==> config.mk <==
export PLATFORM = sky130hd
export DESIGN_NAME = hyperram_rd_capture_flat
export DESIGN_NICKNAME = d
export VERILOG_FILES = /design/src/rtl/hyperram_rd_capture_if.sv /design/src/rtl/hyperram_rd_capture.sv /design/src/flat_wrapper.sv
export SDC_FILE = /design/constraint.sdc
export NUM_CORES = 1
export LEC_CHECK = 0
export CAP_MARGIN = 30
export CORE_UTILIZATION = 45
export DETAILED_ROUTE_END_ITERATION = 8
export PLACE_DENSITY_LB_ADDON = 0.2
export SLEW_MARGIN = 15
export SYNTH_ARGS = -nofsm -noshare
export SYNTH_HDL_FRONTEND = slang
export SYNTH_SLANG_ARGS = --single-unit
==> constraint.sdc <==
create_clock -name clk -period 2.7 [get_ports clk]
set_input_delay 0.81 -clock clk [delete_from_list [all_inputs] [get_ports clk]]
set_output_delay 0.81 -clock clk [all_outputs]
set_load 0.005 [all_outputs]
==> src/rtl/hyperram_rd_capture_if.sv <==
`default_nettype none
// ============================================================================
// Module      : hyperram_rd_capture_if
// Description : Bundle of the burst-control, IDDR capture and word-stream
//               signals of the HyperRAM read-capture block.
//               master : controller / IDDR / consumer side (drives start, len,
//                        DQ/RWDS samples and m_ready)
//               slave  : the capture block itself
// Signals     : start, len        burst request and length in words
//               dq_ris, dq_fal    DQ bytes from IDDR Q0 / Q1
//               rwds_ris/_fal     RWDS samples from IDDR Q0 / Q1
//               busy, done,       burst status toward the controller FSM
//               timeout_err, ovf
//               m_data, m_valid,  16-bit word stream out of the FIFO
//               m_ready
//               level             FIFO occupancy
// Revision    : 1.0 - initial release
// ============================================================================
interface hyperram_rd_capture_if #(
    parameter int LEN_W = 8,
    parameter int DEPTH = 4
);
    logic                     start;
    logic [LEN_W-1:0]         len;
    logic [7:0]               dq_ris;
    logic [7:0]               dq_fal;
    logic                     rwds_ris;
    logic                     rwds_fal;
    logic                     busy;
    logic                     done;
    logic                     timeout_err;
    logic                     ovf;
    logic [15:0]              m_data;
    logic                     m_valid;
    logic                     m_ready;
    logic [$clog2(DEPTH):0]   level;

    modport master (
        output start, len, dq_ris, dq_fal, rwds_ris, rwds_fal, m_ready,
        input  busy, done, timeout_err, ovf, m_data, m_valid, level
    );

    modport slave (
        input  start, len, dq_ris, dq_fal, rwds_ris, rwds_fal, m_ready,
        output busy, done, timeout_err, ovf, m_data, m_valid, level
    );
endinterface
`default_nettype wire

==> src/rtl/hyperram_rd_capture.sv <==
`default_nettype none
// ============================================================================
// Module      : hyperram_rd_capture
// Description : HyperRAM read-data capture. Takes the per-cycle IDDR outputs
//               of DQ[7:0] and RWDS, qualifies each cycle on the RWDS phase,
//               assembles 16-bit words (rising byte = MSB), counts a commanded
//               burst length and buffers the words in a small FIFO with a
//               valid/ready output. Initial-latency and inter-word gap
//               timeouts abort the burst; words arriving on a full FIFO are
//               dropped and flagged through a sticky overflow bit.
// Parameters  : DEPTH   FIFO depth in words (power of 2, >= 2)
//               LEN_W   width of the burst length
//               LAT_MAX max silent cycles before the first word
//               GAP_MAX max silent cycles between consecutive words
// Ports       : clk     system clock (IDDR SCLK domain)
//               rst_n   asynchronous active-low reset
//               bus     hyperram_rd_capture_if.slave
//                         in : start, len, dq_ris, dq_fal, rwds_ris,
//                              rwds_fal, m_ready
//                         out: busy, done, timeout_err, ovf, m_data,
//                              m_valid, level
// Revision    : 1.0 - initial release
// ============================================================================
module hyperram_rd_capture #(
    parameter int DEPTH   = 4,
    parameter int LEN_W   = 8,
    parameter int LAT_MAX = 64,
    parameter int GAP_MAX = 4
) (
    input  logic                  clk,
    input  logic                  rst_n,
    hyperram_rd_capture_if.slave  bus
);

    // ------------------------------------------------------------------
    // Constants
    // ------------------------------------------------------------------
    localparam int c_PTR_W   = $clog2(DEPTH);
    localparam int c_LVL_W   = c_PTR_W + 1;
    localparam int c_TMR_MAX = (LAT_MAX > GAP_MAX) ? LAT_MAX : GAP_MAX;
    localparam int c_TMR_W   = $clog2(c_TMR_MAX + 1);

    localparam logic [c_TMR_W-1:0] c_LAT_LAST = c_TMR_W'(LAT_MAX - 1);
    localparam logic [c_TMR_W-1:0] c_GAP_LAST = c_TMR_W'(GAP_MAX - 1);
    localparam logic [c_LVL_W-1:0] c_FULL_LVL = c_LVL_W'(DEPTH);

    // ------------------------------------------------------------------
    // Burst sequencer state
    // ------------------------------------------------------------------
    typedef enum logic [1:0] {
        S_IDLE  = 2'd0,
        S_WAIT  = 2'd1,   // waiting for the first word (initial latency)
        S_BURST = 2'd2,   // at least one word seen, gap limit applies
        S_DONE  = 2'd3    // one-cycle completion pulse
    } state_t;

    state_t              r_state;
    state_t              w_state_nxt;
    logic [LEN_W-1:0]    r_remaining;
    logic [LEN_W-1:0]    w_remaining_nxt;
    logic [c_TMR_W-1:0]  r_tmr;
    logic [c_TMR_W-1:0]  w_tmr_nxt;
    logic                r_abort;       // DONE was reached through a timeout
    logic                w_abort_nxt;

    // ------------------------------------------------------------------
    // FIFO storage
    // ------------------------------------------------------------------
    logic [15:0]         r_mem [DEPTH];
    logic [c_PTR_W-1:0]  r_wr_ptr;
    logic [c_PTR_W-1:0]  r_rd_ptr;
    logic [c_LVL_W-1:0]  r_level;
    logic                r_ovf;

    // ------------------------------------------------------------------
    // Capture qualification
    // ------------------------------------------------------------------
    logic        w_word_vld;
    logic [15:0] w_word;
    logic        w_capture;     // a data word arrives while a burst is open
    logic        w_tmr_last;    // silent-cycle limit reached this cycle
    logic        w_start_acc;

    // Data is only present when RWDS toggles high-then-low within the
    // cycle; every other RWDS pattern is a bubble.
    assign w_word_vld  = bus.rwds_ris & ~bus.rwds_fal;
    assign w_word      = {bus.dq_ris, bus.dq_fal};
    assign w_start_acc = (r_state == S_IDLE) & bus.start;
    assign w_tmr_last  = (r_state == S_WAIT) ? (r_tmr == c_LAT_LAST)
                                             : (r_tmr == c_GAP_LAST);

    // ------------------------------------------------------------------
    // Sequencer: next state and next datapath values
    // ------------------------------------------------------------------
    always_comb begin
        w_state_nxt     = r_state;
        w_remaining_nxt = r_remaining;
        w_tmr_nxt       = r_tmr;
        w_abort_nxt     = r_abort;
        w_capture       = 1'b0;

        case (r_state)
            S_IDLE: begin
                if (bus.start) begin
                    w_abort_nxt = 1'b0;
                    w_tmr_nxt   = '0;
                    if (bus.len != '0) begin
                        w_state_nxt     = S_WAIT;
                        w_remaining_nxt = bus.len;
                    end else begin
                        w_state_nxt = S_DONE;
                    end
                end
            end

            S_WAIT, S_BURST: begin
                if (w_word_vld) begin
                    // Dropped words still count toward the burst length,
                    // so the capture request is independent of FIFO space.
                    w_capture       = 1'b1;
                    w_tmr_nxt       = '0;
                    w_remaining_nxt = r_remaining - LEN_W'(1);
                    if (r_remaining == LEN_W'(1)) begin
                        w_state_nxt = S_DONE;
                        w_abort_nxt = 1'b0;
                    end else begin
                        w_state_nxt = S_BURST;
                    end
                end else if (w_tmr_last) begin
                    w_state_nxt = S_DONE;
                    w_abort_nxt = 1'b1;
                end else begin
                    w_tmr_nxt = r_tmr + c_TMR_W'(1);
                end
            end

            S_DONE: begin
                w_state_nxt = S_IDLE;
            end

            default: begin
                w_state_nxt = S_IDLE;
            end
        endcase
    end

    always_ff @(posedge clk or negedge rst_n) begin
        if (!rst_n) begin
            r_state     <= S_IDLE;
            r_remaining <= '0;
            r_tmr       <= '0;
            r_abort     <= 1'b0;
        end else begin
            r_state     <= w_state_nxt;
            r_remaining <= w_remaining_nxt;
            r_tmr       <= w_tmr_nxt;
            r_abort     <= w_abort_nxt;
        end
    end

    // ------------------------------------------------------------------
    // FIFO control
    // ------------------------------------------------------------------
    logic w_pop;
    logic w_full;
    logic w_push;
    logic w_drop;

    assign w_pop  = (r_level != '0) & bus.m_ready;
    assign w_full = (r_level == c_FULL_LVL);
    // A simultaneous pop frees the slot the new word lands in; when full,
    // wr_ptr equals rd_ptr so the write overwrites the entry being popped.
    assign w_push = w_capture & (~w_full | w_pop);
    assign w_drop = w_capture & w_full & ~w_pop;

    always_ff @(posedge clk or negedge rst_n) begin
        if (!rst_n) begin
            for (int i = 0; i < DEPTH; i++) begin
                r_mem[i] <= '0;
            end
        end else if (w_push) begin
            r_mem[r_wr_ptr] <= w_word;
        end
    end

    // Pointers wrap naturally because DEPTH is a power of two.
    always_ff @(posedge clk or negedge rst_n) begin
        if (!rst_n) begin
            r_wr_ptr <= '0;
            r_rd_ptr <= '0;
            r_level  <= '0;
        end else begin
            if (w_push) begin
                r_wr_ptr <= r_wr_ptr + c_PTR_W'(1);
            end
            if (w_pop) begin
                r_rd_ptr <= r_rd_ptr + c_PTR_W'(1);
            end
            if (w_push && !w_pop) begin
                r_level <= r_level + c_LVL_W'(1);
            end else if (w_pop && !w_push) begin
                r_level <= r_level - c_LVL_W'(1);
            end
        end
    end

    // Sticky overflow, cleared only by an accepted start. A start and a
    // drop can never coincide since drops only happen inside a burst.
    always_ff @(posedge clk or negedge rst_n) begin
        if (!rst_n) begin
            r_ovf <= 1'b0;
        end else if (w_start_acc) begin
            r_ovf <= 1'b0;
        end else if (w_drop) begin
            r_ovf <= 1'b1;
        end
    end

    // ------------------------------------------------------------------
    // Outputs
    // ------------------------------------------------------------------
    assign bus.busy        = (r_state != S_IDLE);
    assign bus.done        = (r_state == S_DONE);
    assign bus.timeout_err = (r_state == S_DONE) & r_abort;
    assign bus.ovf         = r_ovf;
    assign bus.m_data      = r_mem[r_rd_ptr];
    assign bus.m_valid     = (r_level != '0);
    assign bus.level       = r_level;

endmodule
`default_nettype wire

==> src/flat_wrapper.sv <==
// flat-port wrapper written by rule: the top's interface ports become plain ports
module hyperram_rd_capture_flat 
#(
    parameter int DEPTH   = 4,
    parameter int LEN_W   = 8,
    parameter int LAT_MAX = 64,
    parameter int GAP_MAX = 4
)
  (clk, rst_n, bus_start, bus_len, bus_dq_ris, bus_dq_fal, bus_rwds_ris, bus_rwds_fal, bus_m_ready, bus_busy, bus_done, bus_timeout_err, bus_ovf, bus_m_data, bus_m_valid, bus_level);
  hyperram_rd_capture_if #(.LEN_W(LEN_W), .DEPTH(DEPTH)) bus_i ();
  input  logic clk;
  input  logic rst_n;
  input wire logic [$bits(bus_i.start)-1:0] bus_start;
  input wire logic [$bits(bus_i.len)-1:0] bus_len;
  input wire logic [$bits(bus_i.dq_ris)-1:0] bus_dq_ris;
  input wire logic [$bits(bus_i.dq_fal)-1:0] bus_dq_fal;
  input wire logic [$bits(bus_i.rwds_ris)-1:0] bus_rwds_ris;
  input wire logic [$bits(bus_i.rwds_fal)-1:0] bus_rwds_fal;
  input wire logic [$bits(bus_i.m_ready)-1:0] bus_m_ready;
  output wire logic [$bits(bus_i.busy)-1:0] bus_busy;
  output wire logic [$bits(bus_i.done)-1:0] bus_done;
  output wire logic [$bits(bus_i.timeout_err)-1:0] bus_timeout_err;
  output wire logic [$bits(bus_i.ovf)-1:0] bus_ovf;
  output wire logic [$bits(bus_i.m_data)-1:0] bus_m_data;
  output wire logic [$bits(bus_i.m_valid)-1:0] bus_m_valid;
  output wire logic [$bits(bus_i.level)-1:0] bus_level;
  assign bus_i.start = bus_start;
  assign bus_i.len = bus_len;
  assign bus_i.dq_ris = bus_dq_ris;
  assign bus_i.dq_fal = bus_dq_fal;
  assign bus_i.rwds_ris = bus_rwds_ris;
  assign bus_i.rwds_fal = bus_rwds_fal;
  assign bus_i.m_ready = bus_m_ready;
  assign bus_busy = bus_i.busy;
  assign bus_done = bus_i.done;
  assign bus_timeout_err = bus_i.timeout_err;
  assign bus_ovf = bus_i.ovf;
  assign bus_m_data = bus_i.m_data;
  assign bus_m_valid = bus_i.m_valid;
  assign bus_level = bus_i.level;
  hyperram_rd_capture #(.DEPTH(DEPTH), .LEN_W(LEN_W), .LAT_MAX(LAT_MAX), .GAP_MAX(GAP_MAX)) u_core (.clk(clk), .rst_n(rst_n), .bus(bus_i));
endmodule
==> qor.csv <==
stage,metric,value,unit
critical_path,CP Capture Type,primary output,
global_route,GRT Overall Usage,18.3,%
critical_path,WP data arrival,1.80,ns
finish,# diodes,0,
synth,ys flop type,dfrtp_1,
sta,Min Hold Slack,0.444,ns
synth,Syn Nets,375,
outcome,status,finished clean,
min_path,min-delay worst type,in2async,
finish,final net count,449,
drt,1st-iter DRT viols,121,
floorplanning,Initial Util,47.2,%
synth,Seq cells post-synth,90,
sta,Tcrit/Tclk final,96.8,%
finish,FILL cells,818,
floorplanning,num ports,54,
synth,Post-synth EDFFs,0,
floorplanning,Core Area,0.00995,sq mm
power,Total Power,6.56,mW
power,Flop pwr share,36.5,%
clock_network,TritonCTS buffer count,9,
critical_path,Critical Path Fanout Max,7,
critical_path,"Cell Chain, Critical Path","buf_6, buf_4, mux4_2, dlygate4sd2_1",
placed_design,Detail Placement HPWL,6100,um
synth,ys async rst share,100,%
critical_path,critical path class,reg2out,
global_route,first-pass GRT wire length,15900,um
power,Max IR drop VDD,0.560,mV
global_route,initial antenna violation count,0,
critical_path,register-to-register setup slack,0.44,ns
synth,cell area after synthesis,0.00470,sq mm
critical_path,Reg-to-Reg End,u_core.r_tmr[4],
synth,Syn Inst Count,333,
clock_network,CTS tree,built,
global_route,largest net degree at the start of global routing,91,
drt,drt via density,5.53,
finish,synth-to-layout area growth,21.2,%
sta,Max Fclk,0.382,GHz
sta,Worst Tran Pin Value,0.624,ns
critical_path,CP Launch Type,flop,
finish,Register Area,0.00225,sq mm
placed_design,Port-buffer cells,53,
drt,routed vias,3012,
critical_path,Worst Setup SP,u_core.r_rd_ptr[0],
sta,Clock Skew,0.0195,ns
sta,Final Hold Vio Count,0,
finish,final std cells w/o fill,545,
sta,RSZ-0062 raised after global routing,no,
sta,"Slew Viols, Final",0,
floorplanning,die area,0.0109,sq mm
critical_path,worst stage delay on the critical path,0.49,ns
clock_network,root buffer cell,clkbuf_8,
sta,# setup viols final,0,
placed_design,RD Place Congestion,0.821,
critical_path,Critical R2R Launch,u_core.r_state[0],
floorplanning,Die Y,104,um
power,Switching Share,35.0,%
power,PD cells,1150,mW/mm^2
clock_network,# hold bufs at CTS,0,
finish,area of the multi-input gates,0.00232,sq mm
drt,Routed WL per cell,17.3,um
global_route,gr ovfl total,0,
floorplanning,die width,104,um
critical_path,Required @ worst endpoint,1.89,ns
sta,Final min period,2.61,ns
critical_path,R2R depth,7,
clock_network,CTS Sinks,90,
synth,Ys Warns,0,
power,combinational share of power,49.7,%
drt,antenna-violating nets left,0,
clock_network,number of H-tree levels,3,
placed_design,placed insts,522,
power,Switch Pwr,2.29,mW
clock_network,Worst-path clk slew,0.10,ns
clock_network,clk_lat worst skew,0.37,ns
synth,Mean Syn Cell Area,14.1,sq um
synth,"Distinct cells, synth",55,
power,clock power share,13.9,%
drt,Pre-antenna DRT Iters,4,
power,Int Pwr,4.26,mW
power,Pleak,2.62,nW
drt,Routed WL,9420,um
finish,share of layout cells above drive strength 1,32.8,%
floorplanning,Core Rows,36,
synth,"Seq/Total Area, Yosys",47.9,%
critical_path,slowest CP cell,mux4_2,
global_route,vias in the first global route,3191,
drt,DRC violations left,0,
sta,Slew HR,58.1,%
clock_network,clk buf depth,2,
run,max-cap check violation count,0,
## placed cells by master (no fill, tap or decap), drive strengths merged, types with 4 or more instances in the layout
master | Yosys | final
o21ai | 13 | 13
mux4 | 16 | 16
a21oi | 13 | 13
xnor2 | 4 | 4
inv | 11 | 15
nand2b | 5 | 5
dfrtp | 90 | 90
dlygate4sd2 | 0 | 13
clkdlybuf4s50 | 0 | 36
nor2 | 10 | 10
ha | 11 | 11
nand2 | 15 | 15
mux2 | 66 | 66
clkbuf | 3 | 9
buf | 9 | 23
nand3 | 7 | 7
a31oi | 8 | 8
nor4 | 4 | 4
## through the flow
step	instance area, sq um	setup WS [ns]	util (%)	TNS (ns)
3_3_place_gp	5460	-0.0473	54.8	-0.0845
3_5_place_dp	5460	-0.0888	54.8	-0.170
5_1_grt	5690	0.00459	57.2	0
6_report	5690	0.0853	57.2	0
4_1_cts	5670	0.0281	57.0	0
2_1_floorplan	4700	0.312	-	0
## routing by layer
layer  track usage [%]  vias to the layer above  wire (um)
li1                  -                     1391          -
met1              25.5                     1547       4570
met2              29.0                       67       4420
met3              3.20                        7        347
met4              6.33                        0         80
met5                 0                        -          0
## cells in the mapped netlist, types with 2 or more instances
cell | n | area (sq um)
a21o_1 | 2 | 15.0
a21oi_1 | 12 | 60.1
a22oi_1 | 2 | 15.0
a31oi_1 | 8 | 50.1
and2_1 | 3 | 18.8
and3_1 | 2 | 12.5
buf_2 | 4 | 20.0
buf_6 | 4 | 45.0
clkbuf_1 | 3 | 11.3
dfrtp_1 | 90 | 2250
ha_1 | 11 | 138
inv_1 | 11 | 41.3
mux2_2 | 26 | 293
mux2_4 | 40 | 601
mux2i_1 | 3 | 30.0
mux4_2 | 16 | 360
nand2_1 | 11 | 41.3
nand2_8 | 4 | 80.1
nand2b_1 | 5 | 31.3
nand3_1 | 7 | 35.0
nand4_1 | 3 | 18.8
nor2_1 | 9 | 33.8
nor2b_1 | 2 | 12.5
nor3_1 | 3 | 15.0
nor4_1 | 2 | 12.5
o211ai_1 | 2 | 15.0
o21ai_0 | 13 | 65.1
o311ai_0 | 2 | 17.5
o32ai_1 | 2 | 17.5
or3_1 | 2 | 12.5
xnor2_1 | 4 | 35.0
xor2_1 | 2 | 17.5
## worst max-delay path: cells and delay by family (launching register included)
family,cells,cell delay (ns)
buf+inv,3,0.55
mux,1,0.49
flops,1,0.41
## flip-flops by register name, summed over array words and instances, names as in the netlist
register,cells
u_core.bus.level,3
u_core.bus.ovf,1
u_core.r_abort,1
u_core.r_mem,64
u_core.r_rd_ptr,2
u_core.r_remaining,8
u_core.r_state,2
u_core.r_tmr,7
u_core.r_wr_ptr,2
## power by group through the flow
stage / Sequential, mW / Combinational (mW) / Clock, mW
after global routing: 2.47 / 3.54 / 0.981
after global placement: 2.39 / 3.29 / 0
after floorplan: 2.26 / 2.27 / 0
after detailed placement: 2.41 / 3.35 / 0
after CTS: 2.39 / 3.25 / 0.932
final: 2.39 / 3.26 / 0.910
## layout make-up
class	instances	share of cell area, %
inverters	11	0.726
repair buffers	75	12.6
well taps	133	2.92
multi-input cells	220	40.8
flip-flops and latches	90	39.6
clock inverters	7	1.21
clock buffers	9	2.18
## cells by family (layout without fill, tap and decap cells)
kind of cell / count (synthesis) / count (layout) / synth area share, %
flops: 90 / 90 / 47.9
compound gates: 53 / 53 / 7.38
buf+inv: 23 / 102 / 2.66
fa+ha+maj: 12 / 12 / 3.36
xor+xnor: 6 / 6 / 1.12
simple gates: 64 / 64 / 10.2
mux: 85 / 85 / 27.3
## worst max-delay path by stage
stage	slack (ns)	endpoint	cells after the start
after floorplan	0.31	u_core.bus.level[2]	8
after global placement	-0.05	u_core.bus.level[1]	8
after detailed placement	-0.09	u_core.bus.level[1]	8
after CTS	0.03	bus_m_data[3]	4
after global routing	0.005	bus_m_data[15]	4
final	0.09	bus_m_data[15]	4
## repair_timing
item,CTS,global route
setup endpoints to repair,13,4
gates resized for setup,17,3
buffers inserted,5,2
Power figures use the tool's default switching activity.
